$ cat src/rtl/instruction_fetch.sv
// instruction_fetch: ROM half-word fetch, 32-bit word assembly, prefetch FIFO with valid/ready output.
// Optional FETCH_PERF_EN adds the stall_count output (cycles with no valid instruction).
module instruction_fetch #(
  parameter int          DEPTH    = 2,
  parameter logic [15:0] RESET_PC = 16'h0000
) (
  input  logic        clk,
  input  logic        rst_n,
  output logic [15:0] rom_add,
  output logic        rom_read,
  input  logic [15:0] rom_data,
  output logic [31:0] control_word,
  output logic [15:0] instr_pc,
  output logic        instr_valid,
  input  logic        instr_ready,
  input  logic        jump,
  input  logic [15:0] jump_addr
`ifdef FETCH_PERF_EN
  ,
  output logic [15:0] stall_count
`endif
);
  localparam int CW = $clog2(DEPTH) + 1;
  typedef enum logic {ISSUE_LO, ISSUE_HI} state_t;
  state_t      state;
  logic [14:0] fetch_pc;
  logic        epoch;
  logic [CW-1:0] occ, infl, wr_idx;
  logic [CW:0] used;
  logic        p_v, p_hi, p_ep, ret_ok, push, pop;
  logic [14:0] p_pc;
  logic [15:0] lo_hold;
  logic [31:0] cw_q [DEPTH];
  logic [14:0] pc_q [DEPTH];

  // A hi read completes an instruction already counted in flight, so only lo reads are gated by space.
  assign used         = {1'b0, occ} + {1'b0, infl};
  assign rom_read     = rst_n && !jump && (state == ISSUE_HI || used < (CW + 1)'(DEPTH));
  assign rom_add      = {fetch_pc, state == ISSUE_HI};
  assign ret_ok       = p_v && p_ep == epoch;
  assign push         = ret_ok && p_hi && !jump;
  assign pop          = instr_valid && instr_ready;
  assign wr_idx       = occ - CW'(pop);
  assign instr_valid  = occ != '0;
  assign control_word = cw_q[0];
  assign instr_pc     = {1'b0, pc_q[0]};

  // Issue FSM: alternate lo/hi reads, advance the pc after the hi read, redirect on jump.
  always_ff @(posedge clk or negedge rst_n)
    if (!rst_n) begin
      state    <= ISSUE_LO;
      fetch_pc <= RESET_PC[14:0];
      epoch    <= 1'b0;
    end else if (jump) begin
      state    <= ISSUE_LO;
      fetch_pc <= jump_addr[14:0];
      epoch    <= ~epoch;
    end else if (rom_read) begin
      state    <= state == ISSUE_LO ? ISSUE_HI : ISSUE_LO;
      fetch_pc <= state == ISSUE_HI ? fetch_pc + 15'd1 : fetch_pc;
    end

  // Return tracking: tag each read with the epoch so reads issued before a jump are dropped.
  always_ff @(posedge clk or negedge rst_n)
    if (!rst_n) begin
      p_v     <= 1'b0;
      p_hi    <= 1'b0;
      p_ep    <= 1'b0;
      p_pc    <= '0;
      lo_hold <= '0;
    end else begin
      p_v     <= rom_read;
      p_hi    <= state == ISSUE_HI;
      p_ep    <= epoch;
      p_pc    <= fetch_pc;
      lo_hold <= ret_ok && !p_hi ? rom_data : lo_hold;
    end

  // Occupancy and in-flight counts; an instruction is in flight from its lo issue until its push.
  always_ff @(posedge clk or negedge rst_n)
    if (!rst_n) begin
      occ  <= '0;
      infl <= '0;
    end else begin
      occ  <= jump ? '0 : occ + CW'(push) - CW'(pop);
      infl <= jump ? '0 : infl + CW'(rom_read && state == ISSUE_LO) - CW'(push);
    end

  // Shift FIFO: entry 0 is the registered head; a push lands after any same-cycle pop shift.
  always_ff @(posedge clk or negedge rst_n)
    if (!rst_n) begin
      for (int i = 0; i < DEPTH; i++) begin
        cw_q[i] <= '0;
        pc_q[i] <= RESET_PC[14:0];
      end
    end else begin
      if (pop)
        for (int i = 0; i < DEPTH - 1; i++) begin
          cw_q[i] <= cw_q[i+1];
          pc_q[i] <= pc_q[i+1];
        end
      if (push) begin
        cw_q[wr_idx[CW-2:0]] <= {rom_data, lo_hold};
        pc_q[wr_idx[CW-2:0]] <= p_pc;
      end
    end

`ifdef FETCH_PERF_EN
  // Saturating count of cycles without a valid instruction; restarts after a redirect.
  always_ff @(posedge clk or negedge rst_n)
    if (!rst_n) stall_count <= '0;
    else if (jump) stall_count <= '0;
    else if (!instr_valid && stall_count != 16'hFFFF) stall_count <= stall_count + 16'd1;
`endif
endmodule

$ cat config.mk
export PLATFORM = sky130hd
export DESIGN_NAME = instruction_fetch
export DESIGN_NICKNAME = d
export VERILOG_FILES = /design/src/rtl/instruction_fetch.sv
export SDC_FILE = /design/constraint.sdc
export NUM_CORES = 1
export LEC_CHECK = 0
export ABC_AREA = 0
export ABC_CLOCK_PERIOD_IN_PS = 2600
export BUFFER_PORTS_ARGS = -buffer_cell sky130_fd_sc_hd__buf_2
export CAP_MARGIN = 20
export CELL_PAD_IN_SITES_DETAIL_PLACEMENT = 1
export CELL_PAD_IN_SITES_GLOBAL_PLACEMENT = 2
export CORE_MARGIN = 1
export CORE_UTILIZATION = 35
export DETAILED_ROUTE_END_ITERATION = 12
export PLACE_DENSITY = 0.72
export RECOVER_POWER = 50
export SLEW_MARGIN = 20
export SYNTH_ARGS = -nofsm -noshare
export SYNTH_HDL_FRONTEND = slang
export SYNTH_SLANG_ARGS = --single-unit
$ cat constraint.sdc
create_clock -name clk -period 2.6 [get_ports clk]
set_input_delay 0.39 -clock clk [delete_from_list [all_inputs] [get_ports clk]]
set_output_delay 0.39 -clock clk [all_outputs]
set_load 0.02 [all_outputs]
# Yosys cells after proc, flatten, opt, wreduce, memory -nomap -nowiden

Index checks and enable logic that the tools add are counted.

Register bits: 149
Input port bits: 36
Output and inout port bits: 66
Logic and storage cells: 62

Add/subtract/negate cells: 7
Magnitude comparators: 3
Eq/ne operators: 1
Mux-type cells: 18
Bitwise operators: 3
Reduce and logical (&&, ||, !) cells: 16

Operator list:

| operator                                                  | number |
|---|---|
| two-way mux 15 bit                                        | 5 |
| bitwise mux 64 bit                                        | 1 |
| two-way mux 32 bit                                        | 2 |
| two-way mux 64 bit                                        | 1 |
| demux 32 bit (select 1 bit)                               | 1 |
| bitwise mux 30 bit                                        | 1 |
| two-way mux 30 bit                                        | 1 |
| adder 15 x 1 -> 15 bit (second input constant)            | 1 |
| demux 15 bit (select 1 bit)                               | 1 |
| logical AND 1 bit                                         | 9 |
| nonzero test 2 bit                                        | 3 |
| adder 2 x 1 -> 2 bit                                      | 2 |
| two-way mux 2 bit                                         | 2 |
| subtractor 2 x 1 -> 2 bit                                 | 2 |
| adder 2 x 2 -> 3 bit                                      | 1 |
| < comparator 3 x 2 -> 1 bit (second input constant)       | 1 |
| two-way mux 1 bit                                         | 3 |
| greater-or-equal comparator 2 bit (second input constant) | 1 |
| logical NOT 1 bit                                         | 2 |
| < comparator 2 x 1 -> 1 bit (second input constant)       | 1 |
| inverter 1 bit                                            | 2 |
| inverter 1 -> 2 bit                                       | 1 |
| AND reduction 2 bit                                       | 1 |
| == test 1 bit                                             | 1 |
| other kinds (2)                                           | 2 |

# Depth between registers and ports, before layout

Gate-level depths: netlist of the first run.

Depth in word-level cells: 10
Gate-level depth with buffers: 11
Gate-level depth less buffers: 10

# Worst setup path before layout of the first run

OpenSTA, ideal clock, no wires.

Path type: register -> register
Start: register occ[1]
End: register infl[0]
Setup time: 131 ps
Data arrival time: 2437 ps
Data required time: 2469 ps
Path slack: 31 ps
Cell stages (with the launch flop): 10
Buffers on the path: 0
Clock period less this slack: 2569 ps
Path through: dfrtp_1 > inv_1 > fa_1 > a21oi_1 > nor3b_1 > nand2b_1 > ha_1 > inv_1 > ha_1 > nor2b_1

Cells in the longest elaborated chain, start to end: 8

RTL lines:

| what                        | RTL line | source |
|---|---|---|
| from (decl)                 | 28       | `logic [CW-1:0] occ, infl, wr_idx;` |
| from (signal assigned)      | 85       | `occ <= jump ? '0 : occ + CW'(push) - CW'(pop);` |
| adder 2 x 2 -> 3 bit        | 37       | `assign used = {1'b0, occ} + {1'b0, infl};` |
| < comparator 3 x 2 -> 1 bit | 38       | `assign rom_read = rst_n && !jump && (state == ISSUE_HI \|\| used < (CW + 1)'(DEPTH));` |
| logical OR 1 bit            | 38       |  |
| logical AND 1 bit           | 38       |  |
| named net rom_read          | 10       | `output logic rom_read,` |
| logical AND 1 bit           | 86       | `infl <= jump ? '0 : infl + CW'(rom_read && state == ISSUE_LO) - CW'(push);` |
| adder 2 x 1 -> 2 bit        | 86       |  |
| subtractor 2 x 1 -> 2 bit   | 86       |  |
| two-way mux 2 bit           | 86       |  |
| to (signal assigned)        | 86       |  |
| to (decl)                   | 28       |  |

The timed path passes the listed nets, and every way through them passes these cells.
A chain may end at the register's enable or synchronous reset.

# Final worst setup path of the first run

Start: register occ[1]
End: output port rom_read

Cells in the longest elaborated chain, start to end: 4

RTL lines:

| what                        | RTL line |
|---|---|
| adder 2 x 2 -> 3 bit        | 37 |
| < comparator 3 x 2 -> 1 bit | 38 |
| logical OR 1 bit            | 38 |
| logical AND 1 bit           | 38 |
| to (decl)                   | 10 |

Every way passes these cells.

==> impl_metrics.ini, run 1 <==
[critical_path]
crit_path_start = occ[1]
crit_fanout = 3
crit_type = reg -> out
cp.arrival_ns = 1.98
crit_path_top_delay_cell = fa_1
cp-end-kind = primary output
critical_path.max_stage_delay_ns = 0.58
worstReg2RegStart = occ[1]
start_kind = register
cpLargestDelayFamily = adder cells
crit_chain = inv_1 -> fa_1 -> a21oi_1 -> nor3b_2 -> buf_2
critPathBufInv = 2
required_ns = 2.21

[sta]
fmax_mhz = 421.1
period_needed_ns = 2.375
period_share = 0.9133
rsz0062_at_grt = no
max-slew-margin-rel = 0.1499
finalHoldViolations = 0
tightest_slew_ns = 1.275
finalWorstSetupSlack_ns = 0.2254
clock_skew_ns = 0.008733
slew_violations = 0
setup_viol = 0
fin_setup_tns_ns = 0

[logic_synthesis]
synthCells = 486
seq_area_frac_synth = 0.5461
ys_types = 39
synth_flop_cell = dfrtp_1
synth_edf_count = 0
ys_ff_latch = 149
async_flop_share = 1.000
synthesis.area_um2 = 6828
yosysWarnings = 0
avgSynthCellArea_um2 = 14.05
syn_nets = 528

[finish]
antenna_cells = 0
final_common_cell = dfrtp_1
final_cell_mix = 149 x dfrtp_1, 129 x mux2_2, 59 x clkbuf_1
finalNetCount = 586
layout-drive-gt1-share = 0.4399
syn2layout_area_growth_pct = 13.30

[global_routing]
grt_max_degree = 145
grt_usage = 0.1546
grt_pass1_wl_um = 23640
antenna_found_initial = 0
grt_overflow = 0
grt_pass1_vias = 4434

[route]
drc = 0
vias = 3838
wl_um = 14130
dr.pass1.iters = 3
wire_per_inst_um = 17.29
drtAntennaViolNets = 0
drt_iter0_drc = 165
viasPerCell = 4.698

[hold_path]
hold_path_class = in -> reg
hold_start = jump_addr[3]

[power_and_ir_drop]
peakVddDrop_v = 0.0004454
power.density_nw_per_um2 = 919.6
p_leak_nw = 3.797

[floorplan]
std_cell_rows = 50
die_h_um = 141.7
fp.dieW_um = 141.7
die_area_um2 = 20070
core_area_um2 = 18890
boundaryPins = 102
start_util = 0.3614

[job]
maxCapViolCount = 0

[placement]
post-place-ws_ns = 0.1988
place_congestion = 0.7500
place.port_buffers = 99
post-dp-hpwl_um = 9347

[clocking]
clock_path_buffers = 2
h-tree-depth = 4
cts_buffers = 17
clk_latency_ns = 0.42
cts.sinks = 149
tritoncts = done
cts-root-buf = clkbuf_16
path_clk_slew_ns = 0.06

[outcome]
status = completed
==> cells in the mapped netlist, drive strengths merged, types with 2 or more instances <==
library cell	instances	area [um2]
nor2b	5	31.28
buf	66	484.2
and3	2	12.51
nand2b	2	12.51
mux2	159	1903
ha	5	62.56
dfrtp	149	3729
o21ai	12	60.06
or2	3	21.28
nand4	6	43.79
nand2	18	67.56
inv	7	26.28
nor3	2	10.01
clkbuf	2	7.510
nor2	3	11.26
xor2	10	87.58
nand3	9	45.04
xnor2	7	61.31
a21oi	2	10.01
or4	3	22.52
mux2i	2	20.02
and4	2	17.52
==> report_power, final <==
| part | internal [mW] | total, mW | switching, mW | leakage, nW |
|---|---|---|---|---|
| logic | 0.825 | 1.67 | 0.850 | 1.59 |
| clock network | 1.31 | 2.26 | 0.956 | 0.255 |
| registers | 2.83 | 3.18 | 0.344 | 1.96 |
| total | 4.97 | 7.11 | 2.15 | 3.80 |
==> timing repair <==
action / CTS / global route
hold buffers: 1 / 0
setup buffers: 0 / 0
setup endpoints to repair: 0 / 1
resized for setup: 0 / 1
endpoints found under the hold margin: 5 / 0
==> per-stage QoR <==
stage               hold WS (ns)  cells  cell area (um2)  utilization  power [mW]
floorplan                0.09441    486             6828            -       4.610
global placement          0.2217    784             7261       0.3843       4.860
detailed placement        0.2243    784             7261       0.3843       4.982
CTS                       0.1612    817             7814       0.4136       7.287
global route              0.1674    817             7736       0.4095       7.510
finish                    0.1784    817             7736       0.4095       7.114
==> metal layers <==
layer	up-vias	global-route usage	wire (um)
met5	-	0	0
met1	1984	0.1986	6326
met3	16	0.03746	516
met2	85	0.2528	7094
met4	0	0.05772	189
li1	1753	-	-
==> worst register-to-register path: cells and delay by family (launching register included) <==
kind	cells	cell delay (ns)
xor gates and xnor gates	1	0.18
adders and majority gates	3	1.03
and+or+nand+nor	3	0.39
DFF	1	0.35
AOI/OAI and AO/OA	1	0.09
buffers and inverters	2	0.13
==> kinds of logic after synthesis <==
family / Yosys count / synth area share
AO/OA/AOI/OAI: 16 / 0.01228
buffers and inverters: 75 / 0.07586
AND/OR/NAND/NOR: 61 / 0.04966
flip-flops: 149 / 0.5461
adder cells (fa/ha/maj): 6 / 0.01209
other: 1 / 0.0005492
multiplexers: 161 / 0.2817
XOR/XNOR: 17 / 0.02181
==> worst paths after layout <==
check	slack [ns]	end	cells past startpoint
max in group asynchronous	0.76	epoch	3
setup / recovery	0.23	rom_read	5
min in group asynchronous	0.37	infl[0]	2
setup reg to reg	0.26	infl[1]	10
hold reg to reg	0.46	p_ep	0
hold / removal	0.18	fetch_pc[3]	3
==> final cells by class <==
class	instances	area (um2)
flip-flops and latches	149	3729
repair buffers	107	519.2
clock inverters	13	110.1
multi-input cells	262	2594
inverters	7	26.28
clock buffers	19	432.9
fillers	1998	11160
well taps	260	325.3
Power figures use the tool's default switching activity.
==> run 2: changes to the inputs <==
CELL_PAD_IN_SITES_DETAIL_PLACEMENT = 0   (was 1)
CELL_PAD_IN_SITES_GLOBAL_PLACEMENT = 1   (was 2)
PLACE_DENSITY = 0.63   (was 0.72)
==> run 2 against run 1 <==
Net effect: global-route usage down 1.1 points; cell count up 0.12%; sequential cell count unchanged; worst hold slack worse by 0.0025 ns; worst setup slack better by 0.0036 ns; wire length down 7.1%; clock power up 8.8%; sequential power about the same; critical path type unchanged; largest power group unchanged; highest routed layer unchanged.
==> impl_metrics.ini, run 2 (synthesis results as in run 1) <==
[route]
wire_per_inst_um = 16.04
drtAntennaViolNets = 0
wl_um = 13120
vias = 3837
viasPerCell = 4.691
dr.pass1.iters = 4
drt_iter0_drc = 124
drc = 0

[clocking]
clk_latency_ns = 0.42
tritoncts = done
post-cts-setup-buffers = 0
cts_buffers = 17
clock_path_buffers = 2
path_clk_slew_ns = 0.06
h-tree-depth = 4
cts.sinks = 149
cts-root-buf = clkbuf_16

[power_and_ir_drop]
swShare = 0.2900
seq_power_share = 0.435
power.density_nw_per_um2 = 934.2
pwr-share-clk = 0.339
power_mw = 7.256
internal_power_mw = 5.152
p_leak_nw = 3.788
combPwrFrac = 0.226
switchingPower_mw = 2.104
peakVddDrop_v = 0.0004349

[hold_path]
hold_path_class = in -> reg

[finish]
antenna_cells = 0
layout-drive-gt1-share = 0.4229
fin_area_um2 = 7767
syn2layout_area_growth_pct = 13.76
final_common_cell = dfrtp_1
nFillCells = 1857
finalNetCount = 587
utilization = 0.4111
final_cell_mix = 149 x dfrtp_1, 129 x mux2_2, 68 x clkbuf_1

[sta]
rsz0062_at_grt = no
setup_viol = 0
fin_setup_tns_ns = 0
finalHoldViolations = 0
max-slew-margin-rel = 0.04923
hold_ws_ns = 0.1758
period_needed_ns = 2.371
fmax_mhz = 421.8
slew_violations = 0
period_share = 0.9119
tightest_slew_ns = 1.426
clock_skew_ns = 0.009463

[global_routing]
grt_max_degree = 75
grt_pass1_vias = 3990
grt_overflow = 0
grt_usage = 0.1440
grt_pass1_wl_um = 21740
antenna_found_initial = 0

[floorplan]
die_area_um2 = 20070
core_area_um2 = 18890
boundaryPins = 102
start_util = 0.3614
std_cell_rows = 50
die_h_um = 141.7
fp.dieW_um = 141.7

[placement]
post-dp-hpwl_um = 8522
place_congestion = 0.7434
dpl-instance-area_um2 = 7256
place.port_buffers = 99

[critical_path]
crit_type = reg -> out
r2r_slack_ns = 0.31
start_kind = register
cp-end-kind = primary output
required_ns = 2.21
crit_fanout = 5
cp.arrival_ns = 1.98

[job]
maxCapViolCount = 0

[outcome]
status = completed
run 2: routing by layer:
metal	GRT usage	wire length [um]	vias to the layer above
met5	0	0	-
met4	0.06282	196	0
met3	0.03409	529	18
met2	0.2206	6139	92
met1	0.1942	6257	1947
li1	-	-	1780
run 2: power by group through the flow:
stage	Clock (mW)	Combinational, mW	Sequential (mW)
final	2.46	1.64	3.16
after global routing	2.64	1.80	3.23
after CTS	2.54	1.74	3.16
after detailed placement	0	1.73	3.20
after global placement	0	1.69	3.17
after floorplan	0	1.49	3.12
run 2: cell type report:
| class | instances | area (um2) | area share |
|---|---|---|---|
| sequential | 149 | 3729 | 0.4800 |
| tap | 260 | 325.3 | 0.04188 |
| inverter | 7 | 26.28 | 0.003383 |
| clock inverter | 13 | 157.7 | 0.02030 |
| multi-input combinational | 262 | 2587 | 0.3331 |
| timing repair buffer | 108 | 509.2 | 0.06556 |
| clock buffer | 19 | 432.9 | 0.05573 |
run 2: repair_timing:
item,in CTS,in global routing
hold buffers,1,0
resized for setup,0,1
hold endpoints to repair,13,0
setup endpoints to repair,0,2
run 2: stage by stage:
stage	setup slack (ns)	instances
global placement	0.2778	785
finish	0.2290	818
CTS	0.04265	818
floorplan	0.03129	486
detailed placement	0.2313	785
global route	0.05722	818
run 2: worst paths after layout:
| path | from | to | cells after the start |
|---|---|---|---|
| setup / recovery | occ[0] | rom_read | 5 |
| hold reg to reg | epoch | p_ep | 0 |
| hold / removal | jump_addr[4] | fetch_pc[4] | 3 |
| min in group asynchronous | rst_n | p_pc[3] | 2 |
| setup reg to reg | occ[0] | infl[1] | 10 |
| max in group asynchronous | rst_n | control_word[31] | 3 |
run 2: worst max-delay path: stages, from the launching register on:
cell     delay (ns)
dfrtp_1        0.41
nand2_1        0.08
fa_1           0.52
a21oi_1        0.09
nor3b_2        0.25
buf_2          0.22
==> run 3: changes to the inputs <==
ABC_CLOCK_PERIOD_IN_PS = 2400   (was 2600)
clock period = 2.4 ns   (was 2.6 ns; I/O delays follow)
==> run 3 against run 2 <==
Net effect: register-to-register slack got worse by 0.11 ns; core utilization rose by 0.51 points; critical path depth did not move; sequential power rose by 8.2%; die area did not move; final area rose by 1.2%; clock skew barely moved; largest power group unchanged; highest routed layer unchanged.
==> impl_metrics.ini, run 3 (synthesis results as in run 1) <==
[job]
maxCapViolCount = 0

[sta]
slew_violations = 0
setup_viol = 0
tightest_slew_ns = 1.183
finalHoldViolations = 0
max-slew-margin-rel = 0.2111
clock_skew_ns = 0.009380
fin_setup_tns_ns = 0
period_share = 0.9462
period_needed_ns = 2.271
fmax_mhz = 440.3

[power_and_ir_drop]
power.density_nw_per_um2 = 1035
p_leak_nw = 3.841
peakVddDrop_v = 0.0004292

[floorplan]
die_area_um2 = 20070
boundaryPins = 102
core_area_um2 = 18890
fp.dieW_um = 141.7
die_h_um = 141.7
start_util = 0.3614
std_cell_rows = 50

[finish]
final_common_cell = dfrtp_1
syn2layout_area_growth_pct = 15.17
seq_area_um2 = 3729
instances_no_fill = 821
layout-drive-gt1-share = 0.4349
finalNetCount = 590
final_cell_mix = 149 x dfrtp_1, 129 x mux2_2, 67 x clkbuf_1
antenna_cells = 0
multi_input_area_um2 = 2594
nFillCells = 1847

[clocking]
cts_buffers = 17
path_clk_slew_ns = 0.06
clock_path_buffers = 2
cts.sinks = 149
clk_latency_ns = 0.42
tritoncts = done
cts-root-buf = clkbuf_16
h-tree-depth = 4

[route]
wl_um = 13150
drtAntennaViolNets = 0
viasPerCell = 4.630
drc = 0
dr.pass1.iters = 5
vias = 3801
wire_per_inst_um = 16.02
drt_iter0_drc = 133

[critical_path]
crit_chain = nand2_2 -> fa_1 -> a21oi_2 -> nor3b_2 -> buf_4
cp.arrival_ns = 1.91
crit_type = reg -> out
required_ns = 2.04
crit_fanout = 4
cp-end-kind = primary output
critical_path.max_stage_delay_ns = 0.53
worstReg2RegStart = occ[0]
start_kind = register
r2r_slack_ns = 0.20
crit_path_top_delay_cell = fa_1
crit_path_start = occ[0]
r2r-end = infl[0]
worstRegToRegCells = 9

[global_routing]
grt_pass1_vias = 4063
grt-busiest-layer = met2
grt_overflow = 0
grtUsageMet2 = 0.2307
grt_usage = 0.1414
grt_pass1_wl_um = 21670
use_met3 = 0.03780
grt_max_degree = 96
met1_usage = 0.1818
antenna_found_initial = 0

[hold_path]
hold_start = jump_addr[7]
min_to = fetch_pc[7]
hold_path_depth = 3
hold_path_class = in -> reg

[placement]
place.port_buffers = 99
place_congestion = 0.7754
post-dp-hpwl_um = 8509
place_inst = 786

[outcome]
status = completed
## run 3: per-stage QoR
stage                 util  hold slack, ns  power [mW]  instance area (um2)  setup WS (ns)
global placement    0.3847          0.2088       5.265                 7268         0.1943
floorplan                -         0.06441       4.995                 6833        0.08887
finish              0.4162          0.1496       8.140                 7864         0.1291
detailed placement  0.3847          0.2091       5.345                 7268         0.1790
CTS                 0.4201          0.1279       8.322                 7936        0.06280
global route        0.4162          0.1454       8.568                 7864      -0.008380
## run 3: worst max-delay path, delay by kind of cell, from the launching register on
family          cells  cell delay (ns)
fa+ha+maj           1             0.53
flops               1             0.40
simple gates        2             0.31
buf+inv             1             0.19
compound gates      1             0.07
## run 3: routing by layer
metal / up-vias / part of all wire
li1: 1779 / -
met5: - / 0
met1: 1925 / 0.47
met2: 84 / 0.47
met3: 13 / 0.044
met4: 0 / 0.011
## run 3: power breakdown
group	switching [mW]	internal (mW)
Combinational	0.897	0.887
Sequential	0.356	3.07
Clock	1.03	1.90
Total	2.28	5.86
## run 3: final cells by class
cell class,count,area share
multi-input combinational,262,0.3298
timing repair buffer,111,0.06762
clock inverter,12,0.02562
clock buffer,20,0.05807
tap,260,0.04137
inverter,7,0.003341
sequential,149,0.4741
## run 3: worst max path at each step
stage                    end  slack (ns)
finish              rom_read        0.13
CTS                 rom_read        0.06
global placement     infl[0]        0.19
floorplan            infl[0]        0.09
detailed placement   infl[1]        0.18
global route        rom_read      -0.008
## run 3: repair_timing
action	4_1_cts	5_1_grt
hold buffers	1	0
resized for setup	0	5
endpoints found under the hold margin	9	0
endpoints found under the setup margin	0	3
setup buffers	0	2
